### src/rtl/key_event_decoder_pkg.sv
// Shared key-event definitions: FSM encoding, default tick constants, event bundle order.
package key_event_decoder_pkg;

    typedef enum logic [2:0] {
        IDLE     = 3'd0,
        PRESS1   = 3'd1,
        GAP      = 3'd2,
        PRESS2   = 3'd3,
        LONGHOLD = 3'd4
    } key_state_t;

    // Enable tick period in microseconds (~1.31 ms).
    localparam int TICK_US = 1311;

    // Rounded conversion of a duration in milliseconds to enable ticks.
    function automatic int ms_to_ticks(input int ms);
        return (ms * 1000 + TICK_US / 2) / TICK_US;
    endfunction

    localparam int DEF_LONG_TICKS   = ms_to_ticks(800);
    localparam int DEF_REPEAT_TICKS = ms_to_ticks(200);
    localparam int DEF_DCLICK_TICKS = ms_to_ticks(300);
    localparam int DEF_CNT_WIDTH    = 10;

    // Event bundle as consumed by the player control FSM, lsb first: click, dclick, long, repeat.
    typedef struct packed {
        logic rpt;
        logic long_press;
        logic dclick;
        logic click;
    } key_evt_t;

endpackage

### src/rtl/dffre.sv
// Generic register with synchronous reset to INIT and load enable.
// Latency: 1 clk from d to q.
// Backpressure: none; en simply holds the current value.
module dffre #(
    parameter int               WIDTH = 1,
    parameter logic [WIDTH-1:0] INIT  = '0
) (
    input  logic             clk,
    input  logic             r,
    input  logic             en,
    input  logic [WIDTH-1:0] d,
    output logic [WIDTH-1:0] q
);

    always_ff @(posedge clk) begin
        if (r) begin
            q <= INIT;
        end else if (en) begin
            q <= d;
        end
    end

endmodule

### src/rtl/key_tick_timer.sv
// En-gated saturating tick counter with clear and terminal compare against a selectable limit.
// Latency: at_limit is combinational from the count register and en.
// Backpressure: none; clear takes priority over counting.
module key_tick_timer
    import key_event_decoder_pkg::*;
#(
    parameter int CNT_WIDTH = DEF_CNT_WIDTH
) (
    input  logic                 clk,
    input  logic                 reset,
    input  logic                 en,
    input  logic                 clear,
    input  logic [CNT_WIDTH-1:0] limit,
    output logic                 at_limit
);

    logic [CNT_WIDTH-1:0] count;

    always_ff @(posedge clk) begin
        if (reset || clear) begin
            count <= '0;
        end else if (en && (count != '1)) begin
            count <= count + CNT_WIDTH'(1);
        end
    end

    // Only meaningful on a tick, so the compare is qualified by en here.
    assign at_limit = en && (count == limit);

endmodule

### src/rtl/key_event_decoder.sv
// Classifies one debounced key into click / double-click / long-press / repeat pulses.
// Latency: pulses are registered, high for one clk after the deciding edge.
// Backpressure: none; pulses are fire-and-forget, one per cycle at most.
module key_event_decoder
    import key_event_decoder_pkg::*;
#(
    parameter int LONG_TICKS   = DEF_LONG_TICKS,
    parameter int REPEAT_TICKS = DEF_REPEAT_TICKS,
    parameter int DCLICK_TICKS = DEF_DCLICK_TICKS,
    parameter int CNT_WIDTH    = DEF_CNT_WIDTH
) (
    input  logic clk,
    input  logic reset,
    input  logic en,
    input  logic in,
    output logic click,
    output logic dclick,
    output logic long_press,
    output logic rpt,
    output logic held
);

    logic                 in_q;
    logic                 rise;
    logic                 fall;
    logic [2:0]           state_raw;
    key_state_t           state;
    key_state_t           next_state;
    logic                 restart;
    logic                 clear;
    logic [CNT_WIDTH-1:0] limit;
    logic                 at_limit;
    key_evt_t             evt;
    key_evt_t             evt_q;
    logic                 held_q;

    // in_q comes out of reset high so a key held through reset needs a release first.
    dffre #(.WIDTH(1), .INIT(1'b1)) u_in_q (
        .clk (clk),
        .r   (reset),
        .en  (1'b1),
        .d   (in),
        .q   (in_q)
    );

    dffre #(.WIDTH(3), .INIT(3'(IDLE))) u_state (
        .clk (clk),
        .r   (reset),
        .en  (1'b1),
        .d   (3'(next_state)),
        .q   (state_raw)
    );

    assign state = key_state_t'(state_raw);
    assign rise  = in & ~in_q;
    assign fall  = ~in & in_q;

    always_comb begin
        limit = '1;
        case (state)
            PRESS1:   limit = CNT_WIDTH'(LONG_TICKS - 1);
            GAP:      limit = CNT_WIDTH'(DCLICK_TICKS - 1);
            LONGHOLD: limit = CNT_WIDTH'(REPEAT_TICKS - 1);
            default:  limit = '1;
        endcase
    end

    key_tick_timer #(.CNT_WIDTH(CNT_WIDTH)) u_timer (
        .clk      (clk),
        .reset    (reset),
        .en       (en),
        .clear    (clear),
        .limit    (limit),
        .at_limit (at_limit)
    );

    // Edges are tested before timeouts so an edge on the boundary tick wins.
    always_comb begin
        next_state = state;
        evt        = '0;
        restart    = 1'b0;
        case (state)
            IDLE: begin
                if (rise) begin
                    next_state = PRESS1;
                end
            end
            PRESS1: begin
                if (fall) begin
                    next_state = GAP;
                end else if (at_limit) begin
                    next_state     = LONGHOLD;
                    evt.long_press = 1'b1;
                end
            end
            GAP: begin
                if (rise) begin
                    next_state = PRESS2;
                end else if (at_limit) begin
                    next_state = IDLE;
                    evt.click  = 1'b1;
                end
            end
            PRESS2: begin
                if (fall) begin
                    next_state = IDLE;
                    evt.dclick = 1'b1;
                end
            end
            LONGHOLD: begin
                if (fall) begin
                    next_state = IDLE;
                end else if (at_limit) begin
                    evt.rpt = 1'b1;
                    restart = 1'b1;
                end
            end
            default: begin
                next_state = IDLE;
            end
        endcase
    end

    assign clear = (next_state != state) || restart;

    always_ff @(posedge clk) begin
        if (reset) begin
            evt_q  <= '0;
            held_q <= 1'b0;
        end else begin
            evt_q  <= evt;
            held_q <= (next_state == LONGHOLD);
        end
    end

    assign click      = evt_q.click;
    assign dclick     = evt_q.dclick;
    assign long_press = evt_q.long_press;
    assign rpt        = evt_q.rpt;
    assign held       = held_q;

endmodule

### config.mk
export PLATFORM = sky130hd
export DESIGN_NAME = key_event_decoder
export DESIGN_NICKNAME = d
export VERILOG_FILES = /design/src/rtl/key_event_decoder_pkg.sv /design/src/rtl/dffre.sv /design/src/rtl/key_tick_timer.sv /design/src/rtl/key_event_decoder.sv
export SDC_FILE = /design/constraint.sdc
export NUM_CORES = 1
export LEC_CHECK = 0
export BUFFER_PORTS_ARGS = -buffer_cell sky130_fd_sc_hd__buf_2
export CORE_MARGIN = 3
export CORE_UTILIZATION = 42
export DETAILED_ROUTE_END_ITERATION = 10
export PLACE_DENSITY = 0.7
export SLEW_MARGIN = 10
export SYNTH_ARGS = -nofsm -noshare
export SYNTH_HDL_FRONTEND = slang
export SYNTH_HIERARCHICAL = 1
export SYNTH_SLANG_ARGS = --single-unit
export TNS_END_PERCENT = 10
### constraint.sdc
create_clock -name clk -period 2.5 [get_ports clk]
set_input_delay 0.5 -clock clk [delete_from_list [all_inputs] [get_ports clk]]
set_output_delay 0.5 -clock clk [all_outputs]
set_load 0.05 [all_outputs]
==> results of run 1 <==
## metrics by stage
step	area, um2	cells	TNS [ps]	hold WS (ps)	setup WS, ps
6_report	1370	185	0	438	80.6
5_1_grt	1370	185	-110	455	-29.3
4_1_cts	1310	181	0	438	46.3
3_5_place_dp	1280	177	0	537	10.7
3_3_place_gp	1280	177	0	533	153
2_1_floorplan	1180	136	0	498	16.3
## critical path, cell delays in order, from the launching register on
cell and delay [ps]:
sky130_fd_sc_hd__dfxtp_4 380, sky130_fd_sc_hd__nand2b_4 150, sky130_fd_sc_hd__or2_4 240, sky130_fd_sc_hd__and2_4 150, sky130_fd_sc_hd__xnor2_1 130, sky130_fd_sc_hd__nand3_1 150, sky130_fd_sc_hd__nor3_4 80, sky130_fd_sc_hd__o22a_1 160
sky130_fd_sc_hd__o21ai_1 70, sky130_fd_sc_hd__o211ai_1 110, sky130_fd_sc_hd__or2_1 260, sky130_fd_sc_hd__buf_4 140, sky130_fd_sc_hd__buf_4 150, sky130_fd_sc_hd__o31ai_1 180
## state kept, by name, indices dropped and copies added (netlist names)
register       count
u_state/q          3
u_timer/count     10
dclick             1
rpt                1
long_press         1
click              1
held               1
u_in_q/q           1
## power by group through the flow
stage	Combinational (mW)	Sequential (mW)	Clock, mW
after floorplan	0.0397	0.321	0
after global placement	0.0525	0.322	0
after detailed placement	0.0544	0.323	0
after CTS	0.0548	0.316	0.163
after global routing	0.0687	0.315	0.174
final	0.0614	0.315	0.158
## worst paths after layout
kind / from / end / slack [ps]
max: u_state/q[2]$_SDFFE_PP0P_ / u_timer/count[2]$_SDFFE_PP0P_ / 80
min: in / u_in_q/q$_SDFFE_PP1P_ / 440
max reg2reg: u_state/q[2]$_SDFFE_PP0P_ / u_timer/count[2]$_SDFFE_PP0P_ / 80
min reg2reg: u_timer/count[7]$_SDFFE_PP0P_ / u_timer/count[7]$_SDFFE_PP0P_ / 550
## synthesized netlist by cell type (3+ instances only)
library cell               count  area share
sky130_fd_sc_hd__dfxtp_1      19        0.33
sky130_fd_sc_hd__nor2_1       12       0.039
sky130_fd_sc_hd__nand2_1      11       0.036
sky130_fd_sc_hd__xnor2_1      11       0.084
sky130_fd_sc_hd__nand3_1       6       0.026
sky130_fd_sc_hd__nand2b_1      5       0.027
sky130_fd_sc_hd__mux2i_1       4       0.035
sky130_fd_sc_hd__nor2b_1       4       0.022
sky130_fd_sc_hd__o211ai_1      3       0.020
sky130_fd_sc_hd__o21ai_0       3       0.013
sky130_fd_sc_hd__o31ai_1       3       0.020
sky130_fd_sc_hd__xor2_1        3       0.023
## layout make-up
class | instances | share of cell area
repair buffers | 19 | 0.0897
clock buffers | 4 | 0.0192
flip-flops and latches | 19 | 0.285
well taps | 30 | 0.0274
multi-input cells | 112 | 0.576
inverters | 1 | 0.00274
## cell families after synthesis
kind of cell	share of synthesized area
XOR/XNOR	0.106
other	0.00325
AND/OR/NAND/NOR	0.343
buffers and inverters	0.0293
flip-flops	0.330
adder cells (fa/ha/maj)	0.0108
AO/OA/AOI/OAI	0.143
multiplexers	0.0347
## repair_timing
item / 4_1_cts / 5_1_grt
endpoints found under the setup margin: 1 / 7
buffers inserted: 0 / 4
pin swaps: 0 / 8
resized for setup: 1 / 9
## routing by layer
layer,track usage,vias up
met1,0.194,490
met3,0.0504,8
li1,-,516
met2,0.271,32
met4,0.0695,0
met5,0,-
==> flow_results.org, run 1 <==
** Status
- Status :: finished clean

** Drt
- Amount of wire on met3 after detailed routing :: around 140 um
- Routed length on met1 :: 1130 um
- Via count :: about 1.0k
- Pre-Repair DR Iteration Count :: 4
- Remaining design rule violation count :: 0
- Remaining antenna violation count :: 0
- The detailed router finished its first iteration with 26 violations.
- The routed design uses 1270 um of met2 wire.
- Post-DR vias/cell :: 5.65
- Highest metal layer with signal wires :: met4
- Drt total wl :: 2590 um
- Dividing the detail-routed wire length by the instance count gives 14.0 um.

** Critical path
- Measured in cells, the most critical reg-to-reg path has a length of 13.
- Data on the critical path is required at its endpoint by between 2000 and 3000 ps.
- Crit-path max FO :: 6
- STA classifies the critical path endpoint as a flip-flop.
- CP arrival :: 2650 ps
- The worst setup path is of the flip-flop to flip-flop kind.
- STA classifies the critical path startpoint as a flip-flop.

** Timing
- In the finished design, the share of the clock period the worst path needs comes to 0.968.
- Setup-failing EPs final :: 0
- The number of hold violations in the final report was 0.
- Maximum operating frequency :: 413 MHz
- Post-Route Skew :: between 8 and 9 ps
- Shortest period the worst path allows :: 2420 ps
- Actual transition at the worst max-transition pin :: 550 ps
- The number of slew-limit violations in the final report is 0.
- The worst pin sits at a relative slew slack of 0.631.

** Layout
- The area growth from synthesis to layout is 18.5%.
- Post-layout net count :: 161
- In the final layout, the share of cells above drive strength 1 is 0.265.
- Counting the fill cells in the layout gives 245.
- Post-route core utilization :: 0.537
- Diodes inserted :: 0
- Commonest non-fill, non-tap cells in the layout :: 16 x sky130_fd_sc_hd__dfxtp_1, 12 x sky130_fd_sc_hd__nor2_1, 11 x sky130_fd_sc_hd__buf_4, 10 x sky130_fd_sc_hd__nand2_1, 10 x sky130_fd_sc_hd__xnor2_1
- Area of the multi-input gates :: 788 um2
- Leaving out fill and tap cells, the most frequent cell in the layout is sky130_fd_sc_hd__dfxtp_1.
- Summing all flip-flop and latch instances after layout gives ~400 um2.

** Pwr
- Internal power of the cells :: around 0.40 mW
- Of the total power, the share spent switching nets is 0.256.
- For this design the static power due to leakage is 0.543 nW.
- Overall power :: 0.534 mW
- Of the total power, the clock network draws 0.296.
- In this run the power density over the cells is 391 mW/mm2.
- Portion of total power attributed to sequential cells :: 0.589
- Switching Power :: 0.137 mW
- Of the total power, combinational logic draws 0.115.
- VDD sags by at most around 0.34 mV.

** Placement
- The count of buffers added on input and output ports is 8.
- Once detailed placement completed, the half-perimeter wirelength came to approximately 1900 um.
- Routability-driven placement finished with a final weighted congestion of 0.861.

** Clock network
- Depth of the CTS H-tree :: 1
- Total clock buffers created by CTS :: 3
- Buffer levels on the longest clock path :: 2
- For this design, the sink count on the clock tree is 19.
- Clk slew on worst S/H paths :: 110 ps
- The later pin in the worst-skew pair is clocked with a latency of 310 ps.
- Master cell of the clock root buffer :: sky130_fd_sc_hd__clkbuf_4
- TritonCTS built the clock tree.
- Hold buffers post-CTS :: 0

** Global route
- The number of global-route vias before repair was 1,020.
- Antenna violations before repair :: 0
- Wire length of the first global-routing pass :: 4320 um
- Global routing usage summed across all routing layers :: 0.163
- Global routing finished with a remaining overflow of 0.
- Entering global routing, the biggest net connects 11 pins.

** Yosys
- The synthesized netlist occupies a cell area of 0.00115 mm2.
- Synthesis produced between 100 and 150 cells.
- In the synthesized netlist the dominant register cell turns out to be sky130_fd_sc_hd__dfxtp_1.
- Sequential element share of the synthesized area :: 0.330
- In this run, synthesis inferred 0 flip-flops with an integrated enable.
- Synth Register Bits :: 19
- Average size of a mapped cell :: 8.74 um2
- Distinct cells, synth :: 50
- Proportion of synthesized flip-flops having asynchronous set or reset :: 0
- Yosys printed 6 warnings.

** Floorplan
- Placeable core region :: 0.00254 mm2
- The floorplan step defined a die boundary enclosing 0.00341 mm2.
- Die span in x :: just under 60 um
- 9 I/O pins were placed.
- Row generation in the floorplan step produced 18 rows.
- Initial Utilization :: 0.453
- From bottom edge to top edge, the die measures between 50 and 60 um.

** Flow run
- Max-capacitance violation count :: 0

** Worst hold path
- The worst hold path belongs to the class input port to flip-flop.
- Depth of the worst hold-timing path :: 2
(Power assumes the default switching activity.)
==> inputs of run 2 (changes only) <==
- CAP_MARGIN: not set -> 5
- PLACE_DENSITY: 0.7 -> 0.68
- clock period: 2.5 -> 2.25 ns (I/O delays scaled with it)
==> run 2 against run 1 <==
Worst hold slack worse by 40 ps. Critical endpoint is now u_timer/count[3]$_SDFFE_PP0P_. Die area stayed put. Sequential power is 11% higher. Via count is 3.0% lower. Largest cell class unchanged. The flow now finishes with violations (setup timing). First-iteration DRC count grew 35%. Wire length down 5.7%. Clock skew is 3.0 ps lower. Clock power rose by 9%.
==> flow_results.org, run 2 (same netlist as run 1, synthesis figures left out) <==
** Floorplan
- Die extent in y :: 58.4 um (unchanged)
- The placeable core region is 0.00254 mm2 (unchanged).
- Initial Utilization :: 0.453 (unchanged)
- The width of the die was 58.4 um (unchanged).
- Total die area :: 0.00341 mm2 (unchanged)
- The top-level I/O count was 9 (unchanged).
- Site row count :: 18 (unchanged)

** Pwr
- LEAKAGE :: 0.522 nW (was 0.543 nW)
- Power Dens Cells :: 437 mW/mm2 (was 391 mW/mm2)
- Worst ir drop on vdd :: 0.382 mV (was 0.340 mV)
- The overall power of the completed layout came to 0.586 mW (was 0.534 mW).

** Clock network
- Total clock buffers created by CTS :: 3 (unchanged)
- Master cell of the clock root buffer :: sky130_fd_sc_hd__clkbuf_4 (unchanged)
- Depth of the CTS H-tree :: 1 (unchanged)
- Buffer levels on the longest clock path :: 2 (unchanged)
- Clock tree from TritonCTS :: built (unchanged)
- Clk slew on worst S/H paths :: 110 ps (about the same)
- The count of clock tree sinks was 19 (unchanged).
- The later-pin clock latency in the skew report is 290 ps (was 310 ps).

** Timing
- Number of hold-slack violations in the final timing report :: 0 (unchanged)
- The worst hold slack across all endpoints is 398 ps (was 438 ps).
- Fraction of the cycle the final worst path needs :: 1.00 (was 0.968)
- The transition time at the pin with the least slew margin was 515 ps (was 550 ps).
- Worst setup slack after layout :: -5.60 ps (was 80.6 ps)
- Setup-failing EPs final :: 1 (was 0)
- Final total negative setup slack :: -5.60 ps (was 0 ps)
- Setup repair after global routing could not meet its margin everywhere.
- Number of slew-limit violations in the final report :: 0 (unchanged)
- Maximum operating frequency :: 443 MHz (was 413 MHz)
- The largest clock skew in the final design came to 5.72 ps (was 8.73 ps).
- The clock period minus worst slack came to 2260 ps (was 2420 ps).
- The normalized max-slew margin was 0.648 (was 0.631).

** Drt
- Via count :: 1,015 (was 1,046)
- Drt total wl :: 2440 um (was 2590 um)
- Initial detailed-routing violation count :: 35 (was 26)
- The detailed-route DRC error count was 0 (unchanged).
- Post-DR vias/cell :: 5.55 (was 5.65)
- The remaining number of nets flagged by the antenna check after routing was 0 (unchanged).
- The routed wirelength normalized by instance count is 13.3 um (was 14.0 um).
- Pre-Repair DR Iteration Count :: 4 (unchanged)

** Layout
- Flip-flop count of the largest register after layout :: 10 (unchanged)
- Layout cells sized above 1 :: 0.255 (was 0.265)
- Fill cell count :: 244 (was 245)
- Area delta synth->final :: 16.3% (was 18.5%)
- Register Area :: 389 um2 (unchanged)
- The most common cell after layout, fill and taps aside was sky130_fd_sc_hd__dfxtp_1 (unchanged).
- Largest registers ranked by flip-flop count: u_timer/count (10), u_state/q (3) (unchanged).
- Commonest non-fill, non-tap cells in the layout :: 16 x sky130_fd_sc_hd__dfxtp_1, 12 x sky130_fd_sc_hd__nor2_1, 10 x sky130_fd_sc_hd__nand2_1, 10 x sky130_fd_sc_hd__xnor2_1, 9 x sky130_fd_sc_hd__buf_4 (was 16 x sky130_fd_sc_hd__dfxtp_1, 12 x sky130_fd_sc_hd__nor2_1, 11 x sky130_fd_sc_hd__buf_4, 10 x sky130_fd_sc_hd__nand2_1, 10 x sky130_fd_sc_hd__xnor2_1)
- Post-layout net count :: 159 (was 161)
- Largest Register :: u_timer/count (unchanged)
- Number of non-filler instances in the completed layout :: 183 (was 185)
- Area of the multi-input gates :: 777 um2 (was 788 um2)
- Diodes inserted :: 0 (unchanged)

** Critical path
- The critical path class is flip-flop to flip-flop (unchanged).
- CP cell instances :: nand2b_1 > or2_4 > xnor2_2 > nand4_1 > nor3_2 > o22a_1 > o21ai_1 > o211ai_1 > or2_1 > or4_4 > nand2_2 (was nand2b_4 > or2_4 > and2_4 > xnor2_1 > nand3_1 > nor3_4 > o22a_1 > o21ai_1 > o211ai_1 > or2_1 > buf_4 > buf_4 > o31ai_1)
- Delay contributed by the slowest stage of the critical path :: 420 ps (was 380 ps)
- CP arrival :: 2500 ps (was 2650 ps)
- The critical path launch point type is a flip-flop (unchanged).
- The highest-delay cell along the critical path is sky130_fd_sc_hd__or4_4 (was sky130_fd_sc_hd__dfxtp_4).
- Crit-path max FO :: 4 (was 6)
- The data required time at the worst endpoint is 2500 ps (was 2730 ps).
- Endpoint kind of the worst setup timing path :: flip-flop (unchanged)

** Placement
- GPL Wtd Cong :: 0.882 (was 0.861)
- The cell count after placement is 178 (was 177).
- I/O Buffers :: 8 (unchanged)
- The half-perimeter wire length after detailed placement came to 1780 um (was 1860 um).

** Worst hold path
- The type of the worst min-delay path is input port to flip-flop (unchanged).

** Global route
- The number of global-route vias before repair was 941 (was 1,020).
- Antenna violations before repair :: 0 (unchanged)
- Wire length of the first global-routing pass :: 4200 um (was 4320 um)
- Pin count of the biggest net entering global routing :: 12 (was 11)
- Global routing usage summed across all routing layers :: 0.159 (was 0.163)
- Grt ovf :: 0 (unchanged)

** Flow run
- The number of max-cap violations is 0 (unchanged).

** Status
- Status: finished, violations left (was finished clean).
- Failing checks :: setup timing
[run 2: changes by cell type in the layout (fill, tap and decap cells not counted), sizes merged]
cell	delta
buf	-2
[run 2: timing repair]
action                                  4_1_cts  5_1_grt
pin swaps                                     3        2
endpoints found under the setup margin        2       11
resized for setup                             5        4
buffers inserted                              1        0
hold buffers                                  0        0
[run 2: worst paths after layout]
check,startpoint,end,slack (ps),depth (start not counted)
max reg2reg,u_state/q[0]$_SDFFE_PP0P_,u_timer/count[3]$_SDFFE_PP0P_,-6,11
max,u_state/q[0]$_SDFFE_PP0P_,u_timer/count[3]$_SDFFE_PP0P_,-6,11
min,in,u_in_q/q$_SDFFE_PP1P_,400,2
min reg2reg,u_timer/count[7]$_SDFFE_PP0P_,u_timer/count[7]$_SDFFE_PP0P_,560,2
[run 2: per-layer routing]
layer / GRT usage / vias to the layer above / wire length (um)
met5: 0 / - / 0
met4: 0.0695 / 0 / 33
met3: 0.0263 / 4 / 89
met2: 0.255 / 19 / 1180
met1: 0.207 / 476 / 1140
li1: - / 516 / -
[run 2: final cells by class]
cell class	instances	share of cell area
tap	30	0.0280
sequential	19	0.290
timing repair buffer	17	0.0802
multi-input combinational	112	0.579
clock buffer	4	0.0196
inverter	1	0.00280
[run 2: report_power, final]
part	switching (mW)	internal [mW]	total (mW)
logic	0.0352	0.0287	0.0639
registers	0.00882	0.340	0.349
clock network	0.104	0.0689	0.173
[run 2: critical path: cells and delay by family (launching register included)]
kind / cells / cell delay, ps
compound gates: 3 / 330
simple gates: 7 / 1350
xor+xnor: 1 / 150
flops: 1 / 380
[run 2: stage by stage]
step	worst slack, ps	utilization	instance area (um2)
finish	-5.60	0.527	1340
global route	-137	0.527	1340
CTS	3.56	0.521	1330
detailed placement	-4.60	0.505	1290
global placement	49.1	0.505	1290
floorplan	-136	-	1180
